## src/rtl/wave_ctrl_multi_pkg.sv

```systemverilog
// Shared definitions for the multi-channel wave control path.
// Contents: the instruction opcodes, the bit positions of the instruction
// fields, and the per-channel timer state type.
package wave_ctrl_pkg;

    localparam logic [3:0] OP_NOP   = 4'h0;
    localparam logic [3:0] OP_PUSH  = 4'h1;
    localparam logic [3:0] OP_FLUSH = 4'h2;

    // Instruction layout: [31:28] opcode, [27:24] channel, [23:8] delay, [7:0] codeword
    localparam int OPC_MSB = 31;
    localparam int OPC_LSB = 28;
    localparam int CH_MSB  = 27;
    localparam int CH_LSB  = 24;
    localparam int DLY_MSB = 23;
    localparam int DLY_LSB = 8;
    localparam int CW_MSB  = 7;
    localparam int CW_LSB  = 0;

    typedef enum logic {IDLE, COUNT} tstate_e;

endpackage

```

## src/rtl/wave_ctrl_multi_if.sv

```systemverilog
// Instruction handshake bundle between fetch/decode and the wave controller.
//   instr_data  : 32-bit wave instruction
//   instr_valid : instruction present
//   instr_ready : controller accepts when valid & ready at the clock edge
interface wave_ctrl_multi_if;
    logic [31:0] instr_data;
    logic        instr_valid;
    logic        instr_ready;

    modport master (output instr_data, output instr_valid, input  instr_ready);
    modport slave  (input  instr_data, input  instr_valid, output instr_ready);
endinterface

```

## src/rtl/wave_ctrl_multi_chan.sv

```systemverilog
// One output channel: a FIFO of {delay, codeword} entries feeding a
// countdown timer that emits a one-cycle trigger when the delay expires.
// Ports:
//   clk, rst  : clock, synchronous active-high reset
//   push, din : write din into the FIFO (never asserted while full)
//   flush     : empty the FIFO and abort any countdown
//   trg_valid : one-cycle trigger strobe; trg_cw holds its last value
//   empty, full, busy : FIFO status and "timer counting" flag
module wave_chan
    import wave_ctrl_pkg::*;
#(
    parameter int DEPTH  = 8,
    parameter int CW_W   = 8,
    parameter int TIME_W = 16
) (
    input  logic                   clk,
    input  logic                   rst,
    input  logic                   push,
    input  logic                   flush,
    input  logic [TIME_W+CW_W-1:0] din,
    output logic                   trg_valid,
    output logic [CW_W-1:0]        trg_cw,
    output logic                   empty,
    output logic                   full,
    output logic                   busy
);
    localparam int AW = $clog2(DEPTH);

    logic [TIME_W+CW_W-1:0] mem [DEPTH];
    // Extra pointer MSB tells full from empty once the pointers wrap.
    logic [AW:0]            wptr, rptr;
    logic [TIME_W-1:0]      cnt;
    logic [CW_W-1:0]        cw_q;
    tstate_e                state, state_d;
    logic                   pop, fire;

    assign empty = (wptr == rptr);
    assign full  = (wptr[AW] != rptr[AW]) && (wptr[AW-1:0] == rptr[AW-1:0]);
    assign busy  = (state == COUNT);

    // Flush dominates: it suppresses both the pop and the trigger.
    always_comb begin
        state_d = state;
        pop     = 1'b0;
        fire    = 1'b0;
        if (flush) begin
            state_d = IDLE;
        end else begin
            case (state)
                IDLE: if (!empty) begin
                    pop     = 1'b1;
                    state_d = COUNT;
                end
                COUNT: if (cnt == '0) begin
                    fire    = 1'b1;
                    state_d = IDLE;
                end
            endcase
        end
    end

    always_ff @(posedge clk) begin
        if (push) mem[wptr[AW-1:0]] <= din;
    end

    always_ff @(posedge clk) begin
        if (rst) begin
            state     <= IDLE;
            wptr      <= '0;
            rptr      <= '0;
            cnt       <= '0;
            cw_q      <= '0;
            trg_valid <= 1'b0;
            trg_cw    <= '0;
        end else begin
            state     <= state_d;
            trg_valid <= fire;
            if (fire) trg_cw <= cw_q;
            if (push) wptr <= wptr + 1'b1;
            // push and flush never target the same channel in one cycle
            if (flush) begin
                rptr <= wptr;
            end else if (pop) begin
                rptr        <= rptr + 1'b1;
                {cnt, cw_q} <= mem[rptr[AW-1:0]];
            end else if (state == COUNT && cnt != '0) begin
                cnt <= cnt - 1'b1;
            end
        end
    end

endmodule

```

## src/rtl/wave_ctrl_multi.sv

```systemverilog
// Multi-channel wave controller: decodes 32-bit wave instructions and
// dispatches PUSH/FLUSH to N_CH independent channels.
// Ports:
//   clk, rst   : clock, synchronous active-high reset
//   instr      : instruction handshake (slave side)
//   trg_valid  : per-channel trigger strobe
//   trg_cw     : per-channel codeword, channel k at [k*CW_W +: CW_W]
//   fifo_empty, fifo_full, busy : per-channel status
//   err        : sticky flag for illegal opcode or out-of-range channel
module wave_ctrl_multi
    import wave_ctrl_pkg::*;
#(
    parameter int N_CH   = 2,
    parameter int DEPTH  = 8,
    parameter int CW_W   = 8,
    parameter int TIME_W = 16
) (
    input  logic                   clk,
    input  logic                   rst,
    wave_ctrl_multi_if.slave       instr,
    output logic [N_CH-1:0]        trg_valid,
    output logic [N_CH*CW_W-1:0]   trg_cw,
    output logic [N_CH-1:0]        fifo_empty,
    output logic [N_CH-1:0]        fifo_full,
    output logic [N_CH-1:0]        busy,
    output logic                   err
);
    logic [3:0]             opc, ch;
    logic                   legal_ch, legal_op, full_sel, accept;
    logic [TIME_W+CW_W-1:0] din;

    assign opc      = instr.instr_data[OPC_MSB:OPC_LSB];
    assign ch       = instr.instr_data[CH_MSB:CH_LSB];
    assign legal_ch = 32'(ch) < N_CH;
    assign legal_op = (opc == OP_NOP) || (opc == OP_PUSH) || (opc == OP_FLUSH);
    assign din      = {instr.instr_data[DLY_LSB +: TIME_W], instr.instr_data[CW_LSB +: CW_W]};

    // Full flag of the addressed channel; 0 for out-of-range channels,
    // which are always accepted and dropped.
    always_comb begin
        full_sel = 1'b0;
        for (int k = 0; k < N_CH; k++)
            if (ch == 4'(k)) full_sel = fifo_full[k];
    end

    assign instr.instr_ready = !(opc == OP_PUSH && full_sel);
    assign accept            = instr.instr_valid && instr.instr_ready;

    always_ff @(posedge clk) begin
        if (rst)                                     err <= 1'b0;
        else if (accept && (!legal_op || !legal_ch)) err <= 1'b1;
    end

    for (genvar g = 0; g < N_CH; g++) begin : g_ch
        wave_chan #(.DEPTH(DEPTH), .CW_W(CW_W), .TIME_W(TIME_W)) u_chan (
            .clk       (clk),
            .rst       (rst),
            .push      (accept && opc == OP_PUSH  && ch == 4'(g)),
            .flush     (accept && opc == OP_FLUSH && ch == 4'(g)),
            .din       (din),
            .trg_valid (trg_valid[g]),
            .trg_cw    (trg_cw[g*CW_W +: CW_W]),
            .empty     (fifo_empty[g]),
            .full      (fifo_full[g]),
            .busy      (busy[g])
        );
    end

endmodule

```

## src/flat_wrapper.sv

```systemverilog
// flat-port wrapper written by rule: the top's interface ports become plain ports
module wave_ctrl_multi_flat import wave_ctrl_pkg::*;
#(
    parameter int N_CH   = 2,
    parameter int DEPTH  = 8,
    parameter int CW_W   = 8,
    parameter int TIME_W = 16
)
  (clk, rst, trg_valid, trg_cw, fifo_empty, fifo_full, busy, err, instr_instr_data, instr_instr_valid, instr_instr_ready);
  wave_ctrl_multi_if instr_i ();
  input  logic clk;
  input  logic rst;
  output logic [N_CH-1:0] trg_valid;
  output logic [N_CH*CW_W-1:0] trg_cw;
  output logic [N_CH-1:0] fifo_empty;
  output logic [N_CH-1:0] fifo_full;
  output logic [N_CH-1:0] busy;
  output logic err;
  input wire logic [$bits(instr_i.instr_data)-1:0] instr_instr_data;
  input wire logic [$bits(instr_i.instr_valid)-1:0] instr_instr_valid;
  output wire logic [$bits(instr_i.instr_ready)-1:0] instr_instr_ready;
  assign instr_i.instr_data = instr_instr_data;
  assign instr_i.instr_valid = instr_instr_valid;
  assign instr_instr_ready = instr_i.instr_ready;
  wave_ctrl_multi #(.N_CH(N_CH), .DEPTH(DEPTH), .CW_W(CW_W), .TIME_W(TIME_W)) u_core (.clk(clk), .rst(rst), .instr(instr_i), .trg_valid(trg_valid), .trg_cw(trg_cw), .fifo_empty(fifo_empty), .fifo_full(fifo_full), .busy(busy), .err(err));
endmodule
```

## config.mk

```make
export PLATFORM = sky130hd
export DESIGN_NAME = wave_ctrl_multi_flat
export DESIGN_NICKNAME = d
export VERILOG_FILES = /design/src/rtl/wave_ctrl_multi_pkg.sv /design/src/rtl/wave_ctrl_multi_if.sv /design/src/rtl/wave_ctrl_multi_chan.sv /design/src/rtl/wave_ctrl_multi.sv /design/src/flat_wrapper.sv
export SDC_FILE = /design/constraint.sdc
export NUM_CORES = 1
export LEC_CHECK = 0
export ABC_AREA = 1
export CAP_MARGIN = 20
export CORE_ASPECT_RATIO = 0.9
export CORE_MARGIN = 4
export CORE_UTILIZATION = 31
export DETAILED_ROUTE_END_ITERATION = 12
export PLACE_DENSITY = 0.49
export SYNTH_ARGS = -nofsm -noshare
export SYNTH_HDL_FRONTEND = slang
export SYNTH_HIERARCHICAL = 1
export SYNTH_SLANG_ARGS = --single-unit
```

## constraint.sdc

```tcl
create_clock -name clk -period 5.7 [get_ports clk]
set_input_delay 1.14 -clock clk [delete_from_list [all_inputs] [get_ports clk]]
set_output_delay 1.14 -clock clk [all_outputs]
set_load 0.01 [all_outputs]
```

## Word level (Yosys, flattened, before mapping)

Memory sizes are Yosys's and may differ from the RTL's. A register that Yosys moved wholly into a read port is not among the register bits.
Cells that the tools add are included.

- Output and inout bits: 26
- Register bits after elaboration: 85
- Memory bits (read-only): 0
- Logic and storage cells: 106
- Bits in latches: 0
- Memories kept: 2
- Bits in writable memories: 384
- Bits of input ports: 35

Memory list:

| memory | words | width | read ports | clocked after Yosys merged registers in | write ports | RTL line | source |
|---|---|---|---|---|---|---|---|
| u_core.g_ch[0].u_chan.mem | 8 | 24 | 1 | 1 | 1 | wave_ctrl_multi_chan.sv:29 | `logic [TIME_W+CW_W-1:0] mem [DEPTH];` |
| u_core.g_ch[1].u_chan.mem | 8 | 24 | 1 | 1 | 1 | wave_ctrl_multi_chan.sv:29 |  |

- Multipliers: 0
- $add $sub $neg: 6
- $lt $le $gt $ge: 1
- Bitwise gates (word level): 4
- Div/mod/pow operators: 0
- Reduce and logical (&&, ||, !) cells: 35
- Shifts and indexed selects: 0
- Equality and inequality tests: 9
- Muxes and demuxes: 34

Operators with widths:

| operator | count |
|---|---|
| 16-bit two-way mux | 4 |
| 16-bit logical NOT | 2 |
| 16-bit nonzero test | 2 |
| 16-bit by 1-bit subtractor with 16-bit output (second input constant) | 2 |
| 1-bit two-way mux | 20 |
| 4-bit by 1-bit adder with 4-bit output (second input constant) | 4 |
| 4-bit two-way mux | 4 |
| 1-bit logical AND | 13 |
| 3-bit two-way mux | 4 |
| 4-bit by 1-bit == test with 1-bit output (second input constant) | 2 |
| 4-bit == test | 2 |
| 4-bit logical NOT | 2 |
| 2-bit AND reduction | 4 |
| 2-bit nonzero test | 4 |
| 3-bit == test | 2 |
| 4-bit by 2-bit == test with 1-bit output (second input constant) | 1 |
| 4-bit by 2-bit < comparator with 1-bit output (second input constant) | 1 |
| 1-bit NOT | 4 |
| 1-bit case mux with 2 select lines | 2 |
| 2-bit OR reduction | 2 |
| 1-bit logical NOT | 3 |
| 1-bit logical OR | 3 |
| 1-bit != test | 2 |

## Depth between registers and ports, before layout

Gate-level depths: netlist of run 1.

- Word-level depth: 14
- Depth in mapped cells: 18
- Depth with buffers taken out: 18

## By module

Netlist of run 1, hierarchy kept.

Modules (own cells, without submodules):

| module | cells an instance | seq. area each (um^2) | area an instance (um^2) | instances |
|---|---|---|---|---|
| wave_chan (u_core.g_ch[1].u_chan) | 943 | 6,666.4 | 9,923.3 | 1 |
| wave_chan (u_core.g_ch[0].u_chan) | 937 | 6,666.4 | 9,838.2 | 1 |
| wave_ctrl_multi | 31 | 20.0 | 185.2 | 1 |

## Least setup slack after synthesis of run 1

No wires, ideal clock.

- Path type: in2reg
- Start point: input instr_instr_data[24]
- End point: memory u_core/g_ch[1].u_chan/mem[7][0] (netlist bit), enable pin
- Required time: 5.294 ns
- Library setup time: 0.406 ns
- Data arrival time: 3.019 ns
- Setup slack: 2.275 ns
- Cell stages on the path: 9
- Buffers on the path: 0
- Path through: inv_1 -> nor2_1 -> nand3_2 -> nand2_2 -> a21boi_2 -> nand2_1 -> nor2_1 -> nand2_1 -> nor2_1

- Word-level cells in the longest chain between the ends: 10
- Elaborated cells between the ends (all ways): 11
- Classes of those cells: eq/ne: 1; mux: 4; reduce/logical: 6

RTL lines:

| item | RTL line | source |
|---|---|---|
| start: declaration | flat_wrapper.sv:19 | `input wire logic [$bits(instr_i.instr_data)-1:0] instr_instr_data;` |
| 4-bit logical NOT | wave_ctrl_multi.sv:43 | `if (ch == 4'(k)) full_sel = fifo_full[k];` |
| 1-bit two-way mux (2 in a row) | wave_ctrl_multi.sv:43 |  |
| 1-bit logical AND | wave_ctrl_multi.sv:46 | `assign instr.instr_ready = !(opc == OP_PUSH && full_sel);` |
| 1-bit logical NOT | wave_ctrl_multi.sv:46 |  |
| 1-bit logical AND | wave_ctrl_multi.sv:47 | `assign accept = instr.instr_valid && instr.instr_ready;` |
| 1-bit logical AND | wave_ctrl_multi.sv:58 | `.push (accept && opc == OP_PUSH && ch == 4'(g)),` |
| 1-bit logical AND * | wave_ctrl_multi.sv:58 |  |
| 1-bit two-way mux * | wave_ctrl_multi_chan.sv:63 | `if (push) mem[wptr[AW-1:0]] <= din;` |
| 1-bit two-way mux (not written as such) * | wave_ctrl_multi_chan.sv:63 |  |
| end: declaration | wave_ctrl_multi_chan.sv:29 |  |

Mark *: on every way between the ends. The rest lies on a longest branch, timed or not.

## Worst setup path in the final report of run 1

- Start point: register u_core.g_ch[0].u_chan.wptr[2]
- End point: output instr_instr_ready

- Word-level cells in the longest chain between the ends: 6

RTL lines:

| item | RTL line | source |
|---|---|---|
| start: declaration | wave_ctrl_multi_chan.sv:31 | `logic [AW:0] wptr, rptr;` |
| start signal: assignment | wave_ctrl_multi_chan.sv:79 | `if (push) wptr <= wptr + 1'b1;` |
| 3-bit == test | wave_ctrl_multi_chan.sv:38 | `assign full = (wptr[AW] != rptr[AW]) && (wptr[AW-1:0] == rptr[AW-1:0]);` |
| 1-bit logical AND | wave_ctrl_multi_chan.sv:38 |  |
| 1-bit two-way mux (2 in a row) | wave_ctrl_multi.sv:43 |  |
| 1-bit logical AND | wave_ctrl_multi.sv:46 |  |
| 1-bit logical NOT | wave_ctrl_multi.sv:46 |  |
| end: declaration | flat_wrapper.sv:21 | `output wire logic [$bits(instr_i.instr_ready)-1:0] instr_instr_ready;` |

No other way between the ends.

==> results of run 1 <==
## through the flow
step | util | std cells | hold slack [ps] | setup WS, ps
after global placement | 0.338 | 2754 | 437 | 1770
after global routing | 0.365 | 2849 | 461 | 1510
after floorplan | - | 1911 | 450 | 2270
after CTS | 0.365 | 2849 | 444 | 1630
final | 0.365 | 2849 | 443 | 1780
after detailed placement | 0.338 | 2754 | 435 | 1680
## cell families after synthesis
kind of cell | after synthesis | synth area share
flip-flops | 475 | 0.669
buffers and inverters | 197 | 0.0465
adder cells (fa/ha/maj) | 6 | 0.00376
AND/OR/NAND/NOR | 861 | 0.177
AO/OA/AOI/OAI | 347 | 0.0920
XOR/XNOR | 25 | 0.0110
## routing by layer
| metal | GRT usage | share of wire | vias up |
|---|---|---|---|
| met5 | 0 | 0.00053 | - |
| met2 | 0.242 | 0.46 | 315 |
| met3 | 0.0263 | 0.055 | 85 |
| li1 | - | - | 6612 |
| met4 | 0.0478 | 0.024 | 4 |
| met1 | 0.214 | 0.46 | 6715 |
## synth_stat cells (all sizes together)
cell type,number
a21oi,72
xor2,14
nor2,365
o21a,2
nand3,86
o211ai,4
dfxtp,91
clkbuf,26
o22ai,29
a31oi,8
xnor2,11
nand2,393
o21ai,229
buf,65
clkinv,1
a21boi,3
inv,105
nor3,13
edfxtp,384
nand4,4
ha,6
## worst max-delay path: stages, from the launching register on
cell and delay (ps):
dfxtp_1 450, inv_2 110, nand2_2 70, nand2_1 90
nor3_1 670, nand3_2 140, nand2_2 120, nand2_2 60
clkdlybuf4s50_1 480
## final timing paths
kind | end | slack (ps) | startpoint
worst max-delay path | instr_instr_ready | 1780 | u_core/g_ch[0].u_chan/wptr[2]$_SDFFE_PP0P_
worst min-delay path | u_core/g_ch[1].u_chan/trg_cw[3]$_SDFFE_PP0P_ | 440 | u_core/g_ch[1].u_chan/trg_cw[3]$_SDFFE_PP0P_
worst max register to register | u_core/g_ch[0].u_chan/cnt[4]$_SDFFE_PP0P_ | 2350 | u_core/g_ch[0].u_chan/wptr[2]$_SDFFE_PP0P_
worst min register to register | u_core/g_ch[1].u_chan/trg_cw[3]$_SDFFE_PP0P_ | 440 | u_core/g_ch[1].u_chan/trg_cw[3]$_SDFFE_PP0P_
## flip-flops by register name, summed over array words and instances, names as in the netlist, named ones only
| name | count |
|---|---|
| u_core/g_ch.u_chan/wptr | 8 |
| u_core/g_ch.u_chan/cnt | 32 |
| u_core/g_ch.u_chan/cw_q | 16 |
| u_core/err | 1 |
| u_core/g_ch.u_chan/trg_cw | 16 |
| u_core/g_ch.u_chan/busy | 2 |
| u_core/g_ch.u_chan/rptr | 8 |
| u_core/g_ch.u_chan/mem | 384 |
| u_core/g_ch.u_chan/trg_valid | 2 |
## power by group through the flow
stage / combinational, mW / clock [mW] / sequential (mW)
3_3_place_gp: 2.58 / 0 / 4.13
2_1_floorplan: 2.03 / 0 / 4.07
5_1_grt: 2.95 / 3.60 / 4.09
6_report: 2.60 / 3.36 / 4.06
4_1_cts: 2.61 / 3.45 / 4.06
3_5_place_dp: 2.60 / 0 / 4.13
## layout make-up
class | instances | area [um2] | area share
clock inverter | 28 | 274 | 0.0119
timing repair buffer | 89 | 826 | 0.0358
inverter | 106 | 405 | 0.0176
sequential | 475 | 13400 | 0.579
tap | 845 | 1060 | 0.0459
clock buffer | 67 | 1430 | 0.0620
multi-input combinational | 1239 | 5710 | 0.248
## cells in the final DEF, fill, tap and decap left out, types with 8 or more instances in the layout
master,synthesis,routed
edfxtp_1,384,384
nand2_1,380,380
nor2_1,356,340
o21ai_0,209,209
dfxtp_1,91,89
inv_1,90,87
nand3_1,72,72
a21oi_1,66,66
clkdlybuf4s50_1,0,59
clkbuf_16,0,53
o22ai_1,29,29
buf_4,24,28
nor2_2,7,23
o21ai_1,19,19
clkinv_2,1,14
inv_2,13,14
xor2_1,14,14
nand3_2,12,12
nor3_1,12,12
nand2_2,11,11
xnor2_1,11,11
clkbuf_1,26,9
a31oi_1,8,8
==> results_dict.tcl, run 1 <==
set metrics [dict create \
    avgSynthCellArea_um2 10.4 \
    p_leak_nw 8.30 \
    antenna_found_initial 2 \
    cts_root_buffer "clkbuf_16" \
    grt_pass1_vias 13500 \
    cts.sinks 475 \
    synthesis.nets 1952 \
    min_period_over_period 0.688 \
    initial_core_util 0.316 \
    finalSetupTns_ps 0 \
    diodes 0 \
    finalCriticalPeriod_ps 3920 \
    p_sw_frac 0.324 \
    grt_overflow_total 0 \
    critical_path_required_ps 4560 \
    crit_type "register to primary output" \
    slew_headroom 0.359 \
    coreArea_um2 63100 \
    post_dp_cell_area_um2 21400 \
    grt_max_degree 79 \
    postSynthCellCount 1911 \
    via_per_inst 4.82 \
    grt_pass1_wl_um 81400 \
    fp-row-count 87 \
    worst_ep_arrival_time_ps 2780 \
    setup_violations 0 \
    design_area_um2 23100 \
    min_path_cells 2 \
    synthDistinctLibCells 38 \
    reg2reg_depth 17 \
    finalHoldViolations 0 \
    yosysWarnings 6 \
    chipHeight_um 249 \
    area_growth_pct 15.6 \
    vias 13700 \
    slew_violations 0 \
    finalNetCount 2004 \
    p_int_mw 6.77 \
    ant_nets 0 \
    die-area_um2 68500 \
    cts_tree "built" \
    cts_setup_buffers 0 \
    worst_setup_path_end_kind "primary output" \
    cts_buffers 52 \
    ir_drop_mv 0.207 \
    fin_skew_ps 13.2 \
    crit_path_max_fanout 6 \
    pwr-share-seq 0.406 \
    start_kind "register" \
    maxCapViolations 0 \
    hpwl_um 30900 \
    ys_ff_latch 475 \
    num-fill-cells 6318 \
    power_density_nw_per_um2 434 \
    netlist_area_um2 19900 \
    die_w_um 275 \
    synth_area_leaders "edfxtp_1 (58%), dfxtp_1 (9.1%), nand2_1 (7.2%)" \
    fmax_mhz 255 \
    gp_congestion 0.819 \
    status "completed" \
    cts-resized-gates 0 \
    first_pass_iters 5 \
    wirelength_um 53000 \
    drt_iter0_drc 1080 \
    cts.clk_slew.worst_paths_ps 60 \
    clock_power_share 0.335 \
    cts_hold_buffers 0 \
    drc 0 \
    boundaryPins 61 \
    cts_max_path_buffers 3 \
    worst_pin_slew_ps 960 \
    cts_htree_levels 2 \
    rsz0062_at_grt "false" \
    p_switching_mw 3.25 \
    ys_seq_area_frac 0.669 \
    synth_top_area_cell "edfxtp_1" \
    p_total_mw 10.0 \
    routedWlPerCell_um 18.6 \
    synth_top_area_frac 0.578 \
    drive_gt1_frac 0.0958 \
    hold_class "register to register" \
    clock_latency_ps 600 \
    pwr-share-comb 0.259 \
    grt_use_total 0.153 \
    portBuffers 60 \
]
Power figures use the tool's default switching activity.
==> run 2: changes to the inputs <==
--- a/config.mk
+++ b/config.mk
@@ -11,7 +11,7 @@
 export CORE_MARGIN = 4
 export CORE_UTILIZATION = 31
 export DETAILED_ROUTE_END_ITERATION = 12
-export PLACE_DENSITY = 0.49
+export PLACE_DENSITY = 0.5
 export SYNTH_ARGS = -nofsm -noshare
 export SYNTH_HDL_FRONTEND = slang
 export SYNTH_HIERARCHICAL = 1
==> constraint.sdc (replaced) <==
create_clock -name clk -period 3.31 [get_ports clk]
set_input_delay 0.662 -clock clk [delete_from_list [all_inputs] [get_ports clk]]
set_output_delay 0.662 -clock clk [all_outputs]
set_load 0.01 [all_outputs]
==> run 2 against run 1 <==
Effect of this change:
- die area unchanged
- global-route usage is 0.48 points lower
- non-clock buffer count rose by 45
- clock skew grew 6.4 ps
- highest routed layer is now met4
- total power increased by 74%
==> results_dict.tcl, run 2 (synthesis gave the netlist of run 1 again) <==
set metrics [dict create \
    boundaryPins 61 \
    grt_use_total 0.148 \
    cts_setup_buffers 0 \
    hold_class "register to register" \
    cts_root_buffer "clkbuf_16" \
    finalSetupTns_ps 0 \
    area_growth_pct 18.6 \
    drt_iter0_drc 999 \
    met1_length_um 23800 \
    fp-row-count 87 \
    hpwl_um 31800 \
    drc 0 \
    worst_pin_slew_ps 1060 \
    fin_ws_ps 138 \
    slew_headroom 0.292 \
    grt_overflow_total 0 \
    dr_wl_met3_um 2180 \
    drive_gt1_frac 0.112 \
    cts_hold_buffers 0 \
    cts_buffers 51 \
    design_area_um2 23700 \
    coreArea_um2 63100 \
    die_w_um 275 \
    setup_violations 0 \
    rsz0062_at_grt "false" \
    wirelength_um 51500 \
    p_leak_nw 8.59 \
    layout_commonest_cell "edfxtp_1" \
    ant_nets 0 \
    vias 13700 \
    fmax_mhz 315 \
    cts_tree "built" \
    ff_latch_area_um2 13400 \
    finalHoldViolations 0 \
    critical_path_required_ps 2650 \
    mostFrequentLayoutCells "edfxtp_1 (384), nand2_1 (380), nor2_1 (340)" \
    start_kind "register" \
    cts_max_path_buffers 3 \
    maxCapViolations 0 \
    clock_latency_ps 580 \
    grt_pass1_wl_um 79400 \
    antenna_found_initial 0 \
    grt_pass1_vias 13600 \
    worst_ep_arrival_time_ps 2510 \
    power_density_nw_per_um2 737 \
    multiInputGateArea_um2 5720 \
    p_total_mw 17.4 \
    highest_layer "met4" \
    min_period_over_period 0.958 \
    worst_setup_path_end_kind "primary output" \
    initial_core_util 0.316 \
    wl_met2_um 24100 \
    gp_congestion 0.794 \
    crit_path_max_fanout 6 \
    slew_violations 0 \
    status "completed" \
    post_dp_cell_area_um2 21900 \
    cts.sinks 475 \
    finalCoreUtilization 0.375 \
    fin_skew_ps 19.6 \
    routedWlPerCell_um 17.8 \
    num-fill-cells 6233 \
    largest_register_ffs 384 \
    ir_drop_mv 0.365 \
    cts_htree_levels 2 \
    portBuffers 60 \
    cts.clk_slew.worst_paths_ps 60 \
    finalNetCount 2048 \
    diodes 0 \
    grt_max_degree 97 \
    via_per_inst 4.74 \
    dp_slack_ps 35.3 \
    first_pass_iters 5 \
    finalCriticalPeriod_ps 3170 \
    chipHeight_um 249 \
    crit_type "register to primary output" \
    die-area_um2 68500 \
]
==> run 2: cell count changes in the layout (fill, tap and decap cells not counted), moves of 2 or more <==
cell,delta
buf_12,+21
buf_4,+24
clkbuf_1,+2
clkbuf_8,-2
clkinv_1,+4
clkinv_2,-6
inv_1,+3
inv_6,-2
nor3_1,-2
==> run 2: area by class of cell <==
type | instances | share of cell area
Sequential cell | 475 | 0.565
Tap cell | 845 | 0.0447
Timing Repair Buffer | 134 | 0.0603
Multi-Input combinational cell | 1239 | 0.242
Clock inverter | 27 | 0.0119
Clock buffer | 67 | 0.0596
Inverter | 106 | 0.0171
==> run 2: critical path: stages (launching register included) <==
cell and delay [ps]:
dfxtp_1 470, inv_2 120, nand2_2 80, nand2_2 80, nor3_4 310, buf_4 190, nand3_2 70, nand2_2 90
nand2_2 60, clkdlybuf4s50_1 470
==> run 2: final timing paths <==
check                                                      end  cells after the start                                          from  slack [ps]
setup / recovery                             instr_instr_ready                      9    u_core/g_ch[1].u_chan/wptr[2]$_SDFFE_PP0P_         140
hold / removal    u_core/g_ch[1].u_chan/trg_cw[1]$_SDFFE_PP0P_                      2  u_core/g_ch[1].u_chan/trg_cw[1]$_SDFFE_PP0P_         440
setup reg to reg    u_core/g_ch[1].u_chan/cnt[14]$_SDFFE_PP0P_                     17    u_core/g_ch[1].u_chan/wptr[2]$_SDFFE_PP0P_         420
hold reg to reg   u_core/g_ch[1].u_chan/trg_cw[1]$_SDFFE_PP0P_                      2  u_core/g_ch[1].u_chan/trg_cw[1]$_SDFFE_PP0P_         440
==> run 2: repair_timing <==
action                     in CTS  in global routing
gates resized for setup         3                  1
pin swaps                       0                  0
setup endpoints to repair       2                  1
==> run 2: report_power, final <==
group | switching [mW] | internal, mW
sequential | 0.225 | 6.71
combinational | 3.04 | 1.73
clock | 2.30 | 3.45
==> run 2: per-layer routing <==
metal	vias up	global-route usage
met2	261	0.244
met5	-	0
met1	6665	0.199
met4	0	0.0502
li1	6700	-
met3	77	0.0224
==> run 2: metrics by stage <==
| stage | instances | hold WS, ps |
|---|---|---|
| after floorplan | 1911 | 450 |
| after global placement | 2799 | 434 |
| after detailed placement | 2799 | 437 |
| after CTS | 2893 | 446 |
| after global routing | 2893 | 475 |
| final | 2893 | 444 |
